[src/rtl/fpu_sched.sv]
// fpu_sched: round-robin front end for two requesters sharing one
// fixed-latency FPU, returning tagged responses in acceptance order.
module fpu_sched #(
  parameter int LATENCY = 4
) (
  input  logic        clk,
  input  logic        rst,
  input  logic        en,
  input  logic        req0_valid,
  output logic        req0_ready,
  input  logic [2:0]  req0_op,
  input  logic [1:0]  req0_rmode,
  input  logic [31:0] req0_a,
  input  logic [31:0] req0_b,
  input  logic        req1_valid,
  output logic        req1_ready,
  input  logic [2:0]  req1_op,
  input  logic [1:0]  req1_rmode,
  input  logic [31:0] req1_a,
  input  logic [31:0] req1_b,
  output logic [2:0]  fpu_op,
  output logic [1:0]  fpu_rmode,
  output logic [31:0] fpu_a,
  output logic [31:0] fpu_b,
  input  logic [31:0] fpu_out,
  input  logic [7:0]  fpu_flags,
  output logic        rsp_valid,
  output logic        rsp_id,
  output logic [31:0] rsp_data,
  output logic [7:0]  rsp_flags,
  output logic        busy
);

  localparam int DEPTH = LATENCY + 1;
  localparam logic [31:0] QNAN_DATA  = 32'h7FC0_0000;
  localparam logic [7:0]  QNAN_FLAGS = 8'b0010_0000;

  typedef struct packed {
    logic vld;
    logic id;
    logic ill;
  } tag_t;

  tag_t [DEPTH-1:0] tag_q, tag_d;
  tag_t             exit_tag;

  logic        last_q, last_d;
  logic [2:0]  fpu_op_q, fpu_op_d;
  logic [1:0]  fpu_rmode_q, fpu_rmode_d;
  logic [31:0] fpu_a_q, fpu_a_d;
  logic [31:0] fpu_b_q, fpu_b_d;
  logic        rsp_valid_q, rsp_valid_d;
  logic        rsp_id_q, rsp_id_d;
  logic [31:0] rsp_data_q, rsp_data_d;
  logic [7:0]  rsp_flags_q, rsp_flags_d;
  logic        busy_q, busy_d;

  logic        grant0, grant1;
  logic        acc, sel, ill, issue;
  logic [2:0]  sel_op;
  logic [1:0]  sel_rmode;
  logic [31:0] sel_a, sel_b;
  logic        pipe_busy;

  // last_q names the requester granted most recently; the other wins a tie
  always_comb begin
    grant0 = 1'b0;
    grant1 = 1'b0;
    case ({req1_valid, req0_valid})
      2'b01: grant0 = 1'b1;
      2'b10: grant1 = 1'b1;
      2'b11: begin
        grant0 = last_q;
        grant1 = ~last_q;
      end
      default: ;
    endcase
  end

  assign req0_ready = en & req0_valid & grant0 & ~rst;
  assign req1_ready = en & req1_valid & grant1 & ~rst;

  always_comb begin
    acc       = req0_ready | req1_ready;
    sel       = req1_ready;
    sel_op    = sel ? req1_op    : req0_op;
    sel_rmode = sel ? req1_rmode : req0_rmode;
    sel_a     = sel ? req1_a     : req0_a;
    sel_b     = sel ? req1_b     : req0_b;
    ill       = acc & sel_op[2];
    issue     = acc & ~sel_op[2];
  end

  always_comb begin
    last_d      = acc ? sel : last_q;
    fpu_op_d    = issue ? sel_op : 3'd0;
    fpu_a_d     = issue ? sel_a : 32'd0;
    fpu_b_d     = issue ? sel_b : 32'd0;
    fpu_rmode_d = acc ? sel_rmode : fpu_rmode_q;

    tag_d[0] = '{vld: acc, id: sel, ill: ill};
    for (int i = 1; i < DEPTH; i++) begin
      tag_d[i] = tag_q[i-1];
    end

    pipe_busy = 1'b0;
    for (int i = 0; i < DEPTH; i++) begin
      pipe_busy = pipe_busy | tag_d[i].vld;
    end
  end

  // tag leaving the last stage lines up with its FPU result on fpu_out
  always_comb begin
    exit_tag    = tag_q[DEPTH-1];
    rsp_valid_d = exit_tag.vld;
    rsp_id_d    = rsp_id_q;
    rsp_data_d  = rsp_data_q;
    rsp_flags_d = rsp_flags_q;
    if (exit_tag.vld) begin
      rsp_id_d    = exit_tag.id;
      rsp_data_d  = exit_tag.ill ? QNAN_DATA : fpu_out;
      rsp_flags_d = exit_tag.ill ? QNAN_FLAGS : fpu_flags;
    end
    busy_d = pipe_busy | rsp_valid_d;
  end

  always_ff @(posedge clk or posedge rst) begin
    if (rst) begin
      tag_q       <= '0;
      last_q      <= 1'b1;
      fpu_op_q    <= 3'd0;
      fpu_rmode_q <= 2'd0;
      fpu_a_q     <= 32'd0;
      fpu_b_q     <= 32'd0;
      rsp_valid_q <= 1'b0;
      rsp_id_q    <= 1'b0;
      rsp_data_q  <= 32'd0;
      rsp_flags_q <= 8'd0;
      busy_q      <= 1'b0;
    end else begin
      tag_q       <= tag_d;
      last_q      <= last_d;
      fpu_op_q    <= fpu_op_d;
      fpu_rmode_q <= fpu_rmode_d;
      fpu_a_q     <= fpu_a_d;
      fpu_b_q     <= fpu_b_d;
      rsp_valid_q <= rsp_valid_d;
      rsp_id_q    <= rsp_id_d;
      rsp_data_q  <= rsp_data_d;
      rsp_flags_q <= rsp_flags_d;
      busy_q      <= busy_d;
    end
  end

  assign fpu_op    = fpu_op_q;
  assign fpu_rmode = fpu_rmode_q;
  assign fpu_a     = fpu_a_q;
  assign fpu_b     = fpu_b_q;
  assign rsp_valid = rsp_valid_q;
  assign rsp_id    = rsp_id_q;
  assign rsp_data  = rsp_data_q;
  assign rsp_flags = rsp_flags_q;
  assign busy      = busy_q;

endmodule

[config.mk]
export PLATFORM = sky130hd
export DESIGN_NAME = fpu_sched
export DESIGN_NICKNAME = d
export VERILOG_FILES = /design/src/rtl/fpu_sched.sv
export SDC_FILE = /design/constraint.sdc
export NUM_CORES = 1
export LEC_CHECK = 0
export ABC_AREA = 1
export CAP_MARGIN = 10
export CORE_MARGIN = 1
export CORE_UTILIZATION = 25
export CTS_BUF_LIST = sky130_fd_sc_hd__clkbuf_2 sky130_fd_sc_hd__clkbuf_4 sky130_fd_sc_hd__clkbuf_8
export DETAILED_ROUTE_END_ITERATION = 10
export GPL_TIMING_DRIVEN = 0
export SLEW_MARGIN = 20
export SYNTH_ARGS = -nofsm -noshare
export SYNTH_HDL_FRONTEND = slang
export SYNTH_SLANG_ARGS = --single-unit
[constraint.sdc]
create_clock -name clk -period 9.5 [get_ports clk]
set_input_delay 1.425 -clock clk [delete_from_list [all_inputs] [get_ports clk]]
set_output_delay 1.425 -clock clk [all_outputs]
set_load 0.01 [all_outputs]
Word-level counts from Yosys, hierarchy flattened --
Index checks and enable logic that the tools add are counted.
Storage, ports and cells: word-level logic and storage cells 56, register bits after elaboration 128, input bits 183
Cells by class: equal/unequal tests 3, bitwise logic cells 17, multiplexer cells 11
Operators with widths (count):
- $mux W32 | 5
- $and A1 B1 Y1 | 8
- $mux W8 | 1
- $mux W3 | 2
- $or A1 B1 Y1 | 6
- $eq A2 B2 Y1 const B | 2
- $pmux W1 S2 | 2
- $not A1 Y1 | 3
- $eq A2 B1 Y1 const B | 1
- $mux W2 | 1

Longest topological paths before layout --
word-level depth 10, mapped depth 8, depth with buffers taken out 6

Least setup slack after synthesis --
OpenSTA, ideal clock, no wires.
kind in2out, start point input port rst, end point output port req1_ready, arrival time 5.003 ns, cell stages on the path 4, slack 3.072 ns, cells stage by stage inv_1 > nand2_2 > nor2_2 > buf_2
Between the ends: cells in the longest elaborated chain, start to end 2
RTL lines:
- from (decl) | line 7 | input logic rst,
- $not A1 Y1 | line 81 | assign req1_ready = en & req1_valid & grant1 & ~rst;
- $and A1 B1 Y1 | line 81
- to (decl) | line 16 | output logic req1_ready,
Every way passes these cells.

Final worst setup path --
Ends and elaborated chain as after synthesis.

==> results_dict.tcl <==
set metrics [dict create \
    drtIter0Drc 183 \
    yosys-top-cells-count "nor2_1, inv_1, dfrtp_1" \
    cts-root-buf "clkbuf_8" \
    cts_resized 0 \
    worstSetupPathType "in -> out" \
    synth_enable_flop_cells 0 \
    synth_largest_area_cell "dfrtp_1" \
    synth-compound-area-share_pct 7.17 \
    setup_violations 0 \
    start_kind "input pin" \
    ant_nets 0 \
    synth.top_cell.area_share_pct 57.7 \
    fillers 2121 \
    crit_buf_inv 4 \
    clk_pin_slew_ps 90 \
    start_util_pct 25.9 \
    ys_dominant_reg_cell "dfrtp_1" \
    synthTopCellsByArea "dfrtp_1, nor2_1, inv_1" \
    rows 53 \
    fin_cells 1242 \
    clock_latency_ps 440 \
    cp_data_required_time_ps 8080 \
    grt_pass1_vias 4902 \
    crit_path_end_kind "output port" \
    synthArstFlopShare_pct 100 \
    worstHoldStart "tag_d[12]" \
    yosysMostFrequentCell "nor2_1" \
    drive_above_1_share_pct 6.31 \
    final_hold_viol_count 0 \
    crit_arrival_ps 4080 \
    netlist_instances 638 \
    seq_area_frac_synth_pct 58.1 \
    gp_congestion 0.798 \
    grt_max_degree 67 \
    reg2reg_slack_ps 7600 \
    whs_ps 349 \
    hold_path.class "reg -> reg" \
    powerDensity_nw_per_um2 147 \
    die_w_um 150 \
    firstDrtPassIters 4 \
    path_cells "clkdlybuf4s50_1 > inv_8 > nand2_2 > nor2_2 > buf_2 > clkdlybuf4s50_1" \
    ys_ff_latch 128 \
    die_h_um 150 \
    synthXorXnorAreaFrac_pct 0 \
    syn_nets 821 \
    drc_errors 0 \
    cts.htree.levels 4 \
    coreArea_um2 21300 \
    cts.sinks 128 \
    skew_ps 14.2 \
    layout_worst_path_cycle_share_pct 57.9 \
    synth_mux_area_share_pct 0 \
    synth_top_family_by_area "simple AND/OR/NAND/NOR gates" \
    path_delay_family "buffers and inverters" \
    cts_setup_buffers 0 \
    rr_startpoint "last_q" \
    area_growth_pct 67.5 \
    cts.path.max_buffers 2 \
    critPathSlowestCell "clkdlybuf4s50_1" \
    syn_area_um2 5510 \
    gr-total-overflow 0 \
    rsz0062_at_grt "false" \
    max_cap_violations 0 \
    status "complete, no violations" \
    synth_area_per_cell_um2 8.64 \
    place.port_buffers 296 \
    grt.total_usage_pct 15.6 \
    ys_warn_count 0 \
    antenna_found_initial 0 \
    die-area_um2 22600 \
    max_stage_delay_ps 580 \
    synth_cell_types 26 \
    nNetsFinal 1137 \
    vias_per_cell 4.07 \
    wl_per_cell_um 14.2 \
    max_freq_mhz 182 \
    yosys.area_share.adder_pct 0 \
    grt_pass1_wl_um 26400 \
    path_common_cell "clkdlybuf4s50_1" \
    period_needed_ps 5500 \
    wirelength_um 17600 \
    post-place-cells 1210 \
    antenna_cells 0 \
    ir_worst_vdd_mv 0.0720 \
    num_vias 5061 \
    slew_violations 0 \
    cts_tree "yes" \
    hpwlAfterDp_um 13300 \
    p_leak_nw 4.49 \
    cts_buffers 17 \
    startpoint "rst" \
    cp_max_fo 66 \
    hold_buffers 0 \
    yosys.area_share.simple_pct 21.5 \
    ios 297 \
]
-- path summary, 6_finish.rpt --
kind / to / cells after the start
max: req1_ready / 6
min: exit_tag[0] / 0
max reg2reg: fpu_a[14] / 7
min reg2reg: exit_tag[0] / 0
max in group asynchronous: fpu_a[0] / 3
min in group asynchronous: rsp_id / 2
-- flip-flops by register name (all words and copies together), names as in the netlist --
register	flops
fpu_a	32
fpu_b	32
rsp_data	32
tag_d	12
rsp_flags	8
fpu_op	3
exit_tag	2
fpu_rmode	2
busy	1
last_q	1
rsp_id	1
rsp_valid	1
rsp_valid_d	1
-- through the flow --
step	TNS, ps	instance area [um2]	utilization [%]	worst slack (ps)	total power, mW
after floorplan	0	5510	-	3070	0.730
after global placement	-583	8820	41.4	-583	0.910
after detailed placement	0	8850	41.6	3890	0.915
after CTS	0	9230	43.4	3890	1.39
after global routing	0	9230	43.4	3790	1.44
final	0	9230	43.4	4000	1.36
-- logic make-up after synthesis --
logic type,Yosys count
compound gates,47
flops,128
buf+inv,175
other cells,1
simple gates,287
-- area by class of cell --
cell class	instances	area, um2	area share [%]
Buffer	35	199	2.15
Clock buffer	17	234	2.53
Clock inverter	15	145	1.57
Inverter	140	533	5.77
Multi-Input combinational cell	335	1580	17.1
Sequential cell	128	3200	34.7
Tap cell	275	344	3.73
Timing Repair Buffer	297	2990	32.4
-- layout by cell type (no fill, tap or decap), types with 3 or more instances in the layout --
cell type | netlist | routed
buf_6 | 6 | 6
nand2_1 | 11 | 11
clkbuf_1 | 16 | 16
a22o_1 | 30 | 30
inv_6 | 0 | 8
nor3_1 | 67 | 67
clkdlybuf4s50_1 | 0 | 296
buf_4 | 3 | 3
o22a_1 | 10 | 10
inv_1 | 137 | 136
nand3_1 | 3 | 3
clkbuf_8 | 0 | 17
dfrtp_1 | 127 | 127
buf_2 | 9 | 9
nor2_1 | 200 | 200
-- report_power, final --
group / internal [mW] / switching [mW]
Sequential: 0.585 / 0.0187
Combinational: 0.175 / 0.122
Clock: 0.214 / 0.245
-- layer usage --
layer / wire length, um / track usage [%] / share of wire (%)
met2: 8410 / 25.8 / 48
met4: 258 / 4.85 / 1.5
met5: 0 / 0 / 0
met3: 1880 / 7.00 / 11
met1: 7050 / 18.0 / 40
No activity file was read; power rests on OpenSTA's default activity.
